**src/rtl/memo_pkg.sv**
```systemverilog
// memo_ctrl shared types and defaults.
// State encoding and default geometry of the buffer.
package memo_pkg;

   localparam int DW_DEF    = 8;
   localparam int AW_DEF    = 2;
   localparam int DEPTH_DEF = 4;
   localparam int LAT_DEF   = 1;

   typedef enum logic [1:0] {
      IDLE,
      RD_ADDR,
      RD_WAIT,
      RD_OUT
   } state_t;

endpackage

```
**src/rtl/memo_if.sv**
```systemverilog
// memo_ctrl bus: input stream, output stream, memory side.
// slave is the controller view, master the surrounding view.
import memo_pkg::*;

interface memo_if #(
   parameter int DW = DW_DEF,
   parameter int AW = AW_DEF
) ();
   logic          in_valid;
   logic [DW-1:0] in_data;
   logic          in_ready;
   logic          start_rd;
   logic          out_valid;
   logic [DW-1:0] out_data;
   logic          out_ready;
   logic          busy;
   logic [AW:0]   count;
   logic          mem_we;
   logic [AW-1:0] mem_dir;
   logic [DW-1:0] mem_data_in;
   logic [DW-1:0] mem_data_out;

   modport slave (
      input  in_valid, in_data, start_rd,
      input  out_ready, mem_data_out,
      output in_ready, out_valid, out_data,
      output busy, count,
      output mem_we, mem_dir, mem_data_in
   );

   modport master (
      output in_valid, in_data, start_rd,
      output out_ready, mem_data_out,
      input  in_ready, out_valid, out_data,
      input  busy, count,
      input  mem_we, mem_dir, mem_data_in
   );
endinterface

```
**src/rtl/memo_ctrl.sv**
```systemverilog
// Write-then-drain controller in front of a single-port memory.
// Fills consecutive words, then replays them in write order.
module memo_ctrl
   import memo_pkg::*;
#(
   parameter int DW         = DW_DEF,
   parameter int AW         = AW_DEF,
   parameter int DEPTH      = DEPTH_DEF,
   parameter int MEM_RD_LAT = LAT_DEF
) (
   input logic  clk,
   input logic  rst_n,
   memo_if.slave bus
);
   localparam logic [AW:0] DEPTH_C = (AW+1)'(DEPTH);
   localparam logic [1:0]  LAT_M1  =
      2'((MEM_RD_LAT > 0) ? MEM_RD_LAT - 1 : 0);

   state_t        state_q, state_d;
   logic [AW-1:0] wp_q, wp_d;
   logic [AW-1:0] rp_q, rp_d;
   logic [AW:0]   cnt_q, cnt_d;
   logic          out_valid_q, out_valid_d;
   logic [DW-1:0] out_data_q, out_data_d;
   logic          busy_q, busy_d;
   logic [1:0]    wait_q, wait_d;

   logic in_ready;
   logic wr;
   logic last;

   // start_rd wins over a same-cycle byte
   assign in_ready = (state_q == IDLE) && (cnt_q < DEPTH_C)
                     && !bus.start_rd;
   assign wr   = bus.in_valid && in_ready;
   assign last = ({1'b0, rp_q} == (cnt_q - 1'b1));

   assign bus.in_ready    = in_ready;
   assign bus.mem_we      = wr && rst_n;
   assign bus.mem_dir     = (state_q == IDLE) ? wp_q : rp_q;
   assign bus.mem_data_in = bus.in_data;
   assign bus.out_valid   = out_valid_q;
   assign bus.out_data    = out_data_q;
   assign bus.busy        = busy_q;
   assign bus.count       = cnt_q;

   // next-state: fill in IDLE, address/wait/present per drained word
   always_comb begin
      state_d     = state_q;
      wp_d        = wp_q;
      rp_d        = rp_q;
      cnt_d       = cnt_q;
      out_valid_d = out_valid_q;
      out_data_d  = out_data_q;
      busy_d      = busy_q;
      wait_d      = wait_q;
      unique case (state_q)
         IDLE: begin
            if (wr) begin
               wp_d  = wp_q + 1'b1;
               cnt_d = cnt_q + 1'b1;
            end
            if (bus.start_rd && cnt_q != '0) begin
               rp_d    = '0;
               busy_d  = 1'b1;
               state_d = RD_ADDR;
            end
         end
         RD_ADDR: begin
            if (MEM_RD_LAT == 0) begin
               out_data_d  = bus.mem_data_out;
               out_valid_d = 1'b1;
               state_d     = RD_OUT;
            end else begin
               wait_d  = LAT_M1;
               state_d = RD_WAIT;
            end
         end
         RD_WAIT: begin
            if (wait_q == '0) begin
               out_data_d  = bus.mem_data_out;
               out_valid_d = 1'b1;
               state_d     = RD_OUT;
            end else begin
               wait_d = wait_q - 1'b1;
            end
         end
         RD_OUT: begin
            if (bus.out_ready) begin
               out_valid_d = 1'b0;
               if (last) begin
                  cnt_d   = '0;
                  wp_d    = '0;
                  rp_d    = '0;
                  busy_d  = 1'b0;
                  state_d = IDLE;
               end else begin
                  rp_d    = rp_q + 1'b1;
                  state_d = RD_ADDR;
               end
            end
         end
         default: state_d = IDLE;
      endcase
   end

   // state registers, cleared asynchronously
   always_ff @(posedge clk or negedge rst_n) begin
      if (!rst_n) begin
         state_q     <= IDLE;
         wp_q        <= '0;
         rp_q        <= '0;
         cnt_q       <= '0;
         out_valid_q <= 1'b0;
         out_data_q  <= '0;
         busy_q      <= 1'b0;
         wait_q      <= '0;
      end else begin
         state_q     <= state_d;
         wp_q        <= wp_d;
         rp_q        <= rp_d;
         cnt_q       <= cnt_d;
         out_valid_q <= out_valid_d;
         out_data_q  <= out_data_d;
         busy_q      <= busy_d;
         wait_q      <= wait_d;
      end
   end
endmodule

```
**src/flat_wrapper.sv**
```systemverilog
// flat-port wrapper written by rule: the top's interface ports become plain ports
module memo_ctrl_flat import memo_pkg::*;
#(
   parameter int DW         = DW_DEF,
   parameter int AW         = AW_DEF,
   parameter int DEPTH      = DEPTH_DEF,
   parameter int MEM_RD_LAT = LAT_DEF
)
  (clk, rst_n, bus_in_valid, bus_in_data, bus_start_rd, bus_out_ready, bus_mem_data_out, bus_in_ready, bus_out_valid, bus_out_data, bus_busy, bus_count, bus_mem_we, bus_mem_dir, bus_mem_data_in);
  memo_if #(.DW(DW), .AW(AW)) bus_i ();
  input logic clk;
  input logic rst_n;
  input wire logic [$bits(bus_i.in_valid)-1:0] bus_in_valid;
  input wire logic [$bits(bus_i.in_data)-1:0] bus_in_data;
  input wire logic [$bits(bus_i.start_rd)-1:0] bus_start_rd;
  input wire logic [$bits(bus_i.out_ready)-1:0] bus_out_ready;
  input wire logic [$bits(bus_i.mem_data_out)-1:0] bus_mem_data_out;
  output wire logic [$bits(bus_i.in_ready)-1:0] bus_in_ready;
  output wire logic [$bits(bus_i.out_valid)-1:0] bus_out_valid;
  output wire logic [$bits(bus_i.out_data)-1:0] bus_out_data;
  output wire logic [$bits(bus_i.busy)-1:0] bus_busy;
  output wire logic [$bits(bus_i.count)-1:0] bus_count;
  output wire logic [$bits(bus_i.mem_we)-1:0] bus_mem_we;
  output wire logic [$bits(bus_i.mem_dir)-1:0] bus_mem_dir;
  output wire logic [$bits(bus_i.mem_data_in)-1:0] bus_mem_data_in;
  assign bus_i.in_valid = bus_in_valid;
  assign bus_i.in_data = bus_in_data;
  assign bus_i.start_rd = bus_start_rd;
  assign bus_i.out_ready = bus_out_ready;
  assign bus_i.mem_data_out = bus_mem_data_out;
  assign bus_in_ready = bus_i.in_ready;
  assign bus_out_valid = bus_i.out_valid;
  assign bus_out_data = bus_i.out_data;
  assign bus_busy = bus_i.busy;
  assign bus_count = bus_i.count;
  assign bus_mem_we = bus_i.mem_we;
  assign bus_mem_dir = bus_i.mem_dir;
  assign bus_mem_data_in = bus_i.mem_data_in;
  memo_ctrl #(.DW(DW), .AW(AW), .DEPTH(DEPTH), .MEM_RD_LAT(MEM_RD_LAT)) u_core (.clk(clk), .rst_n(rst_n), .bus(bus_i));
endmodule
```
**config.mk**
```make
export PLATFORM = sky130hd
export DESIGN_NAME = memo_ctrl_flat
export DESIGN_NICKNAME = d
export VERILOG_FILES = /design/src/rtl/memo_pkg.sv /design/src/rtl/memo_if.sv /design/src/rtl/memo_ctrl.sv /design/src/flat_wrapper.sv
export SDC_FILE = /design/constraint.sdc
export NUM_CORES = 1
export LEC_CHECK = 0
export ABC_AREA = 1
export BUFFER_PORTS_ARGS = -buffer_cell sky130_fd_sc_hd__buf_2
export CORE_UTILIZATION = 35
export DETAILED_ROUTE_END_ITERATION = 6
export PLACE_DENSITY = 0.61
export SYNTH_ARGS = -nofsm -noshare
export SYNTH_HDL_FRONTEND = slang
export SYNTH_SLANG_ARGS = --single-unit
```
**constraint.sdc**
```tcl
create_clock -name clk -period 1.5 [get_ports clk]
set_input_delay 0.15 -clock clk [delete_from_list [all_inputs] [get_ports clk]]
set_output_delay 0.15 -clock clk [all_outputs]
set_load 0.03 [all_outputs]
```
==> impl_metrics.yaml, run 1 <==
layout:
  layout-drive-gt1-share_pct: 43.2
  diodes: 0
  fillers: 339
  fin_util_pct: 50.1
  fin_nets: 230
  area_growth_pct: 36.5
min_path:
  hold_end: "u_core.bus.out_data[7]"
  hold_path_class: "in2reg"
  min_path_cells: 3
  worst_hold_startpoint: "bus_mem_data_out[7]"
power_and_ir_drop:
  p_leak_nw: 0.906
  p_comb_share_pct: 69.1
  power_mw: 4.13
  switching_power_mw: 2.04
  seq_power_share_pct: 24.4
  intPower_mw: 2.09
  powerDensity_mw_per_mm2: 2450
  netSwitchingFraction_pct: 49.4
  clkPwrFrac_pct: 6.5
  peakVddDrop_uv: 883
die:
  initial_core_util_pct: 36.7
  io_pins: 46
  die_h_um: 61.4
  die_w_um: 61.4
  die_area_sq_mm: 0.00377
  core-area_sq_mm: 0.00336
  row_count: 21
routing:
  ant_nets: 0
  detail_route.vias_per_cell: 4.33
  route.detailed.drc: 0
  dr.pass1.iters: 3
  detail_route.iter0.violations: 19
  vias: 1062
  wl_um: 2660
  route.detailed.wl_per_inst_um: 10.8
worst_setup_path:
  r2r_end: "u_core.wp_q[1]"
  ff2ff_setup_slack_ns: 0.08
  reg2reg_depth: 10
  path_class: "reg2out"
  cp-start-kind: "register"
  cp-end-kind: "output pin"
  r2r_start: "u_core.bus.count[0]"
  crit_fanout: 4
  worstPathArrival_ns: 1.37
  required_ns: 1.35
sta:
  worst_pin_slew_ns: 0.266
  fin_ws_ns: -0.0167
  fmax_mhz: 659
  maxSlewViolCount: 0
  rsz0062_at_grt: "true"
  clock_skew_ns: 0.00376
  slew_headroom_pct: 82.3
  setup_viol: 2
  final_hold_viol_count: 0
  min_period_over_period_pct: 101
  fin_hold_ws_ns: 0.0377
  min_period_ns: 1.52
global_routing:
  overflow: 0
  grt_pass1_vias: 946
  grt_pass1_wl_um: 4200
  grt_max_degree: 22
  antenna_found_initial: 0
  track_usage_pct: 15.0
yosys:
  synth_warnings: 0
  synth.net_count: 189
  avgSynthCellArea_sq_um: 7.77
  syn_area_sq_mm: 0.00123
  synth_area_leader_cell: "dfrtp_1"
  yosysTopAreaCellShare_pct: 42.6
  syn_inst: 159
  netlist-cell-type-count: 22
  yosysSeqAreaShare_pct: 42.6
  ys_top_cells_by_area: "dfrtp_1, nand2_1, ha_1"
  ys_ff_latch: 21
flow_run:
  maxCapViolCount: 0
clocking:
  cts_buffers: 3
  clock_latency_ns: 0.30
  clk_pin_slew_ns: 0.12
  cts_tree: "yes"
  root_buffer: "clkbuf_4"
  htreeDepth: 1
  cts.sinks: 21
  cts_max_path_buffers: 2
placement:
  dp_hpwl_um: 2040
  port_buffers: 29
  place_congestion: 0.776
run_status:
  violations: "negative setup slack"
  status: "finished, violations left"
[synth_stat cells]
cell type and count:
nand2_4 1, xor2_1 1, o21ai_0 11, a21oi_2 1, buf_4 9, xnor2_1 1, or2_0 1, nand3_1 6
buf_6 1, nand4_1 1, or2_2 1, nor2_4 1, nor2_1 9, nand2_2 2, ha_1 9, a21oi_1 1
inv_1 16, nand2_1 62, dfrtp_1 21, o21ai_2 1, inv_2 2, buf_2 1
[critical path: stages, from the launching register on]
cell and delay (ns):
dfrtp_1 0.41, inv_2 0.08, ha_4 0.16, buf_6 0.12, inv_4 0.03, o21ai_2 0.12, buf_6 0.14
[area by class of cell]
| type | count | area (sq um) | share of cell area [%] |
|---|---|---|---|
| clock inverters | 1 | 5.00 | 0.297 |
| flip-flops and latches | 21 | 528 | 31.3 |
| well taps | 46 | 57.6 | 3.41 |
| clock buffers | 3 | 22.5 | 1.34 |
| repair buffers | 47 | 312 | 18.5 |
| inverters | 18 | 75.1 | 4.45 |
| multi-input cells | 109 | 686 | 40.7 |
[routing by layer]
metal	routed length [um]	GRT usage, %	vias up
met4	26	2.86	0
met3	91	2.52	2
met1	1200	21.3	487
li1	-	-	558
met2	1340	24.2	15
met5	0	0	-
[what timing repair did]
item                                   in CTS  in global routing
hold buffers                                1                  0
setup endpoints to repair                  17                 22
pin swaps                                   4                  4
gates resized for setup                    16                 31
endpoints found under the hold margin      21                  0
buffers inserted                            2                  2
[how the worst max path moves through the flow]
stage                                   start                  end  slack (ns)
after global routing        u_core.state_q[0]       bus_mem_dir[1]       -0.09
final                       u_core.state_q[1]       bus_mem_dir[1]       -0.02
after global placement      u_core.state_q[0]    u_core.state_q[0]       0.002
after floorplan           u_core.bus.count[1]  u_core.bus.count[2]      -0.002
after CTS                   u_core.state_q[1]       bus_mem_dir[1]       -0.04
after detailed placement    u_core.state_q[0]    u_core.state_q[0]       -0.03
[cell usage in the layout, fill, tap and decap left out, types with 2 or more instances in the layout]
cell type,Yosys,final
buf_2,1,25
nand2_1,62,56
clkbuf_4,0,3
buf_6,1,5
inv_1,16,9
nand3_1,6,5
buf_4,9,16
inv_2,2,6
dfrtp_1,21,19
dfrtp_2,0,2
ha_4,0,3
o21ai_0,11,6
o21ai_1,0,3
nand2_4,1,3
nor2_1,9,4
ha_1,9,6
nor2_4,1,3
nor2_2,0,3
nand2_2,2,6
o21ai_2,1,2
inv_4,0,3
[metrics by stage]
stage / instance area [sq um] / std cells / worst slack (ns) / TNS, ns
final: 1690 / 245 / -0.0167 / -0.0191
after global routing: 1690 / 245 / -0.0904 / -0.404
after CTS: 1560 / 243 / -0.0354 / -0.105
after detailed placement: 1470 / 236 / -0.0347 / -0.0864
after global placement: 1470 / 236 / 0.00196 / 0
after floorplan: 1250 / 159 / -0.00198 / -0.00198
[kinds of logic after synthesis]
kind of cell    count (synthesis)  synth area share [%]
simple gates                   84                  28.4
buf+inv                        29                  12.3
flops                          21                  42.6
compound gates                 14                  6.28
fa+ha+maj                       9                  9.12
xor+xnor                        2                  1.42
[sequential cells by signal, indices dropped and copies added (netlist names)]
| name | cells |
|---|---|
| u_core.bus.busy | 1 |
| u_core.bus.count | 3 |
| u_core.bus.out_data | 8 |
| u_core.bus.out_valid | 1 |
| u_core.rp_q | 2 |
| u_core.state_q | 2 |
| u_core.wait_q | 2 |
| u_core.wp_q | 2 |
[power groups by stage]
stage          Clock [mW]  Sequential (mW)  Combinational (mW)
3_3_place_gp            0            0.988                2.27
6_report            0.268             1.01                2.85
5_1_grt             0.308             1.05                3.18
3_5_place_dp            0            0.991                2.30
4_1_cts             0.282            0.992                2.47
2_1_floorplan           0             1.35                1.32
(Power assumes the default switching activity.)
==> run 2, diff against run 1 <==
--- a/config.mk
+++ b/config.mk
@@ -6,10 +6,11 @@
 export NUM_CORES = 1
 export LEC_CHECK = 0
 export ABC_AREA = 1
-export BUFFER_PORTS_ARGS = -buffer_cell sky130_fd_sc_hd__buf_2
+export CORE_ASPECT_RATIO = 0.9
 export CORE_UTILIZATION = 35
 export DETAILED_ROUTE_END_ITERATION = 6
-export PLACE_DENSITY = 0.61
+export DONT_BUFFER_PORTS = 1
+export PLACE_DENSITY = 0.5
 export SYNTH_ARGS = -nofsm -noshare
 export SYNTH_HDL_FRONTEND = slang
 export SYNTH_SLANG_ARGS = --single-unit
==> run 2 against run 1 <==
  * The run ends with negative hold slack, negative setup slack left
  * Clock skew down 0.0025 ns
  * Count of clock-buffer cells in the layout unchanged
  * First-iteration DRC count rose to 3.1 times the previous value
  * Sequential power up 27%
  * Sequential share of layout area up 1.2 points
  * Hold slack lost 0.038 ns
  * Final cell count shrank 8.2%
  * Fmax is 1.3% lower
  * Final area is 3.6% lower
  * Non-clock buffer count decreased by 18
  * Worst setup slack got worse by 0.021 ns
  * Utilization decreased by 2.0 points
==> impl_metrics.yaml, run 2 (synthesis gave the netlist of run 1 again) <==
worst_setup_path:
  path_class: "reg2out"
  crit_start: "u_core.state_q[0]"
  r2r_start: "u_core.bus.count[0]"
  cp-start-kind: "register"
  worstPathArrival_ns: 1.39
  crit_fanout: 3
  required_ns: 1.35
  cp-end-kind: "output pin"
sta:
  worst_pin_slew_ns: 0.965
  slew_headroom_pct: 35.4
  tns_ns: -0.0702
  maxSlewViolCount: 0
  min_period_over_period_pct: 102
  rsz0062_at_grt: "true"
  final_hold_viol_count: 1
  setup_viol: 3
  fin_ws_ns: -0.0374
  min_period_ns: 1.54
  fmax_mhz: 650
  fin_hold_ws_ns: -0.000528
  clock_skew_ns: 0.00128
run_status:
  status: "finished, violations left"
  violations: "negative hold slack, negative setup slack"
die:
  io_pins: 46
  die_h_um: 58.4
  initial_core_util_pct: 36.6
  core-area_sq_mm: 0.00338
  die_area_sq_mm: 0.00377
  die_w_um: 64.6
  row_count: 20
clocking:
  cts_max_path_buffers: 2
  cts_tree: "yes"
  htreeDepth: 1
  clk_pin_slew_ns: 0.08
  clock_latency_ns: 0.26
  cts.sinks: 21
  cts_buffers: 3
  root_buffer: "clkbuf_8"
global_routing:
  grt_pass1_wl_um: 4470
  antenna_found_initial: 0
  grt_max_degree: 22
  overflow: 0
  grt_pass1_vias: 977
  track_usage_pct: 15.5
layout:
  area_growth_pct: 31.5
  final_design_area_no_fill_sq_mm: 0.00162
  largest_register_ffs: 8
  diodes: 0
  layout-drive-gt1-share_pct: 33.7
  layout_commonest_cell: "nand2_1"
  fin_nets: 212
  final_cell_mix: "nand2_1, dfrtp_1, buf_4"
placement:
  dpl_cell_area_sq_mm: 0.00137
  pre_cts_ws_ns: -0.0471
  port_buffers: 0
  place_congestion: 0.824
  dp_hpwl_um: 1950
routing:
  wl_um: 2710
  detail_route.iter0.violations: 59
  vias: 1035
  route.detailed.wl_per_inst_um: 12.0
  route.detailed.drc: 0
  detail_route.vias_per_cell: 4.60
  dr.pass1.iters: 4
  ant_nets: 0
flow_run:
  maxCapViolCount: 0
power_and_ir_drop:
  p_leak_nw: 0.839
  power_mw: 4.04
  powerDensity_mw_per_mm2: 2490
  peakVddDrop_uv: 897
min_path:
  worst_hold_startpoint: "bus_mem_data_out[7]"
  hold_path_class: "in2reg"
[run 2: changes by cell type in the layout (fill, tap and decap cells not counted), moves of 3 or more]
cell and delta:
buf_2 -25, buf_6 +3, clkbuf_4 -3, clkbuf_8 +3, dlygate4sd3_1 +4, nand3_2 +3
[run 2: worst paths after layout]
kind	depth (start not counted)	to	slack (ns)
worst max-delay path	6	bus_mem_dir[0]	-0.04
worst min-delay path	2	u_core.bus.out_data[7]	-0.0005
worst max register to register	10	u_core.bus.count[2]	0
worst min register to register	2	u_core.wp_q[1]	0.49
max in group asynchronous	1	u_core.bus.count[0]	0.36
min in group asynchronous	1	u_core.bus.count[2]	0.48
[run 2: timing repair]
item,in CTS,in global routing
pin swaps,5,10
buffers inserted,5,1
endpoints found under the setup margin,11,23
hold buffers,4,1
hold endpoints to repair,24,1
resized for setup,16,22
[run 2: power by group]
group | leakage (nW) | internal, mW | switching (mW)
sequential | 0.262 | 0.819 | 0.463
clock | 0.0255 | 0.185 | 0.193
combinational | 0.551 | 1.06 | 1.33
total | 0.839 | 2.06 | 1.98
[run 2: area by class of cell]
type / instances / area (sq um)
clock buffers: 3 / 41.3
clock inverters: 1 / 5.00
fillers: 336 / 1750
inverters: 18 / 70.1
multi-input cells: 109 / 664
flip-flops and latches: 21 / 528
well taps: 44 / 55.1
repair buffers: 29 / 260
[run 2: worst max-delay path: stages, from the launching register on]
cell and delay (ns):
dfrtp_1 0.40, inv_2 0.07, ha_4 0.16, buf_6 0.12, buf_6 0.12, o21ai_2 0.11
buf_6 0.14
[run 2: metrics by stage]
stage / util [%] / std cells
final: 48.1 / 225
after global routing: 48.1 / 225
after CTS: 45.9 / 224
after detailed placement: 40.4 / 211
after global placement: 40.4 / 211
after floorplan: - / 159
[run 2: routing by layer]
metal	vias up	wire length [um]	track usage, %
li1	524	-	-
met1	487	1240	19.1
met2	18	1290	26.0
met3	6	164	5.04
met4	0	19	4.44
met5	-	0	0
==> run 3, diff against run 2 <==
--- a/config.mk
+++ b/config.mk
@@ -11,6 +11,7 @@
 export DETAILED_ROUTE_END_ITERATION = 6
 export DONT_BUFFER_PORTS = 1
 export PLACE_DENSITY = 0.5
+export REMOVE_ABC_BUFFERS = 1
 export SYNTH_ARGS = -nofsm -noshare
 export SYNTH_HDL_FRONTEND = slang
 export SYNTH_SLANG_ARGS = --single-unit
==> run 3 against run 2 <==
  * The run now ends clean
  * Fmax increased by 2.9%
  * Clock power is 2% lower
  * Non-clock buffer count is the same
  * Critical path depth is 1 higher
  * Clock skew increased by 0.0069 ns
  * Total power fell by 2.5%
  * Die area did not move
  * Global-route usage up 0.093 points
==> impl_metrics.yaml, run 3 (synthesis gave the netlist of run 1 again) <==
die:
  die_area_sq_mm: 0.00377
  core-area_sq_mm: 0.00338
  io_pins: 46
  row_count: 20
  die_h_um: 58.4
  initial_core_util_pct: 36.6
  die_w_um: 64.6
routing:
  vias: 1029
  ant_nets: 0
  dr.pass1.iters: 4
  detail_route.iter0.violations: 43
  wl_um: 2780
  detail_route.vias_per_cell: 4.57
  route.detailed.drc: 0
  route.detailed.wl_per_inst_um: 12.3
layout:
  layout_commonest_cell: "nand2_1"
  layout-drive-gt1-share_pct: 30.9
  area_growth_pct: 28.7
  fin_nets: 212
  diodes: 0
  largest_register_ffs: 8
  final_cells: 225
  final_cell_mix: "nand2_1, dfrtp_1, buf_4"
worst_setup_path:
  crit_chain: "inv_2 -> ha_4 -> buf_6 -> inv_2 -> nand2_1 -> o21ai_2 -> buf_6"
  path_class: "reg2out"
  crit_buf_inv: 4
  required_ns: 1.35
  critical_path_cell_count: 7
  reg2reg_depth: 10
  max_stage_delay_ns: 0.38
  crit_family: "buffers and inverters"
  cp_slowest_cell: "dfrtp_1"
  cp-end-kind: "output pin"
  worstPathArrival_ns: 1.34
  crit_fanout: 5
  cp-start-kind: "register"
flow_run:
  maxCapViolCount: 0
min_path:
  min_path_cells: 2
  hold_path_class: "in2reg"
clocking:
  root_buffer: "clkbuf_8"
  cts_max_path_buffers: 2
  clock_latency_ns: 0.26
  cts_buffers: 3
  cts.sinks: 21
  cts_tree: "yes"
  htreeDepth: 1
  clk_pin_slew_ns: 0.08
sta:
  slew_headroom_pct: 36.5
  min_period_ns: 1.49
  fmax_mhz: 669
  maxSlewViolCount: 0
  final_hold_viol_count: 0
  fin_hold_ws_ns: 0.00868
  worst_pin_slew_ns: 0.949
  min_period_over_period_pct: 99.6
  setup_viol: 0
  rsz0062_at_grt: "true"
  clock_skew_ns: 0.00817
placement:
  place_congestion: 0.739
  port_buffers: 0
  dpl.cell_count: 209
  dp_hpwl_um: 1860
global_routing:
  grt_pass1_wl_um: 4450
  antenna_found_initial: 0
  grt_pass1_vias: 950
  overflow: 0
  track_usage_pct: 15.6
  grt_max_degree: 22
run_status:
  status: "completed"
power_and_ir_drop:
  powerDensity_mw_per_mm2: 2480
  p_leak_nw: 0.832
  peakVddDrop_uv: 961
## run 3: cell types whose count changed in the layout (fill, tap and decap cells not counted), moves of 3 or more
cell | before | now
buf_6 | 8 | 3
buf_4 | 16 | 20
nand3_1 | 3 | 6
nand3_2 | 3 | 0
o21ai_1 | 4 | 1
## run 3: routing by layer
layer | vias to the layer above | track usage (%) | part of all wire [%]
met5 | - | 0 | 0
met3 | 2 | 4.65 | 4.1
li1 | 523 | - | -
met1 | 479 | 21.4 | 45
met2 | 25 | 22.7 | 50
met4 | 0 | 6.67 | 0.61
## run 3: path summary, 6_finish.rpt
| path | to | start | slack (ns) |
|---|---|---|---|
| setup / recovery | bus_mem_dir[1] | u_core.state_q[1] | 0.006 |
| setup reg to reg | u_core.wp_q[0] | u_core.bus.count[1] | 0.02 |
| min in group asynchronous | u_core.state_q[1] | rst_n | 0.48 |
| hold / removal | u_core.bus.out_data[7] | bus_mem_data_out[7] | 0.009 |
| hold reg to reg | u_core.wp_q[1] | u_core.wp_q[1] | 0.49 |
| max in group asynchronous | u_core.bus.out_data[6] | rst_n | 0.44 |
## run 3: cell type report
type                            instances  area [sq um]
Timing Repair Buffer                   29           244
Inverter                               18          67.6
Multi-Input combinational cell        109           651
Clock inverter                          1          5.00
Fill cell                             344          1790
Clock buffer                            3          41.3
Sequential cell                        21           526
Tap cell                               44          55.1
## run 3: metrics by stage
| stage | util, % | power (mW) | cell area (sq um) | TNS, ns | worst slack [ns] |
|---|---|---|---|---|---|
| finish | 47.0 | 3.94 | 1590 | 0 | 0.00578 |
| global route | 47.0 | 4.26 | 1590 | -0.465 | -0.0650 |
| CTS | 44.4 | 3.67 | 1500 | -0.00443 | -0.00443 |
| detailed placement | 39.5 | 3.14 | 1330 | -0.0975 | -0.0297 |
| global placement | 39.5 | 3.11 | 1330 | -0.0984 | -0.0468 |
| floorplan | - | 2.53 | 1150 | -1.92 | -0.243 |
## run 3: power by group
part,internal (mW),leakage [nW],switching [mW]
Clock,0.185,0.0255,0.185
Sequential,0.815,0.265,0.462
Combinational,0.983,0.542,1.31
## run 3: repair_timing
item / CTS / global route
endpoints found under the setup margin: 10 / 21
resized for setup: 10 / 22
hold buffers: 6 / 0
setup buffers: 5 / 1
hold endpoints to repair: 26 / 0
pin swaps: 4 / 9
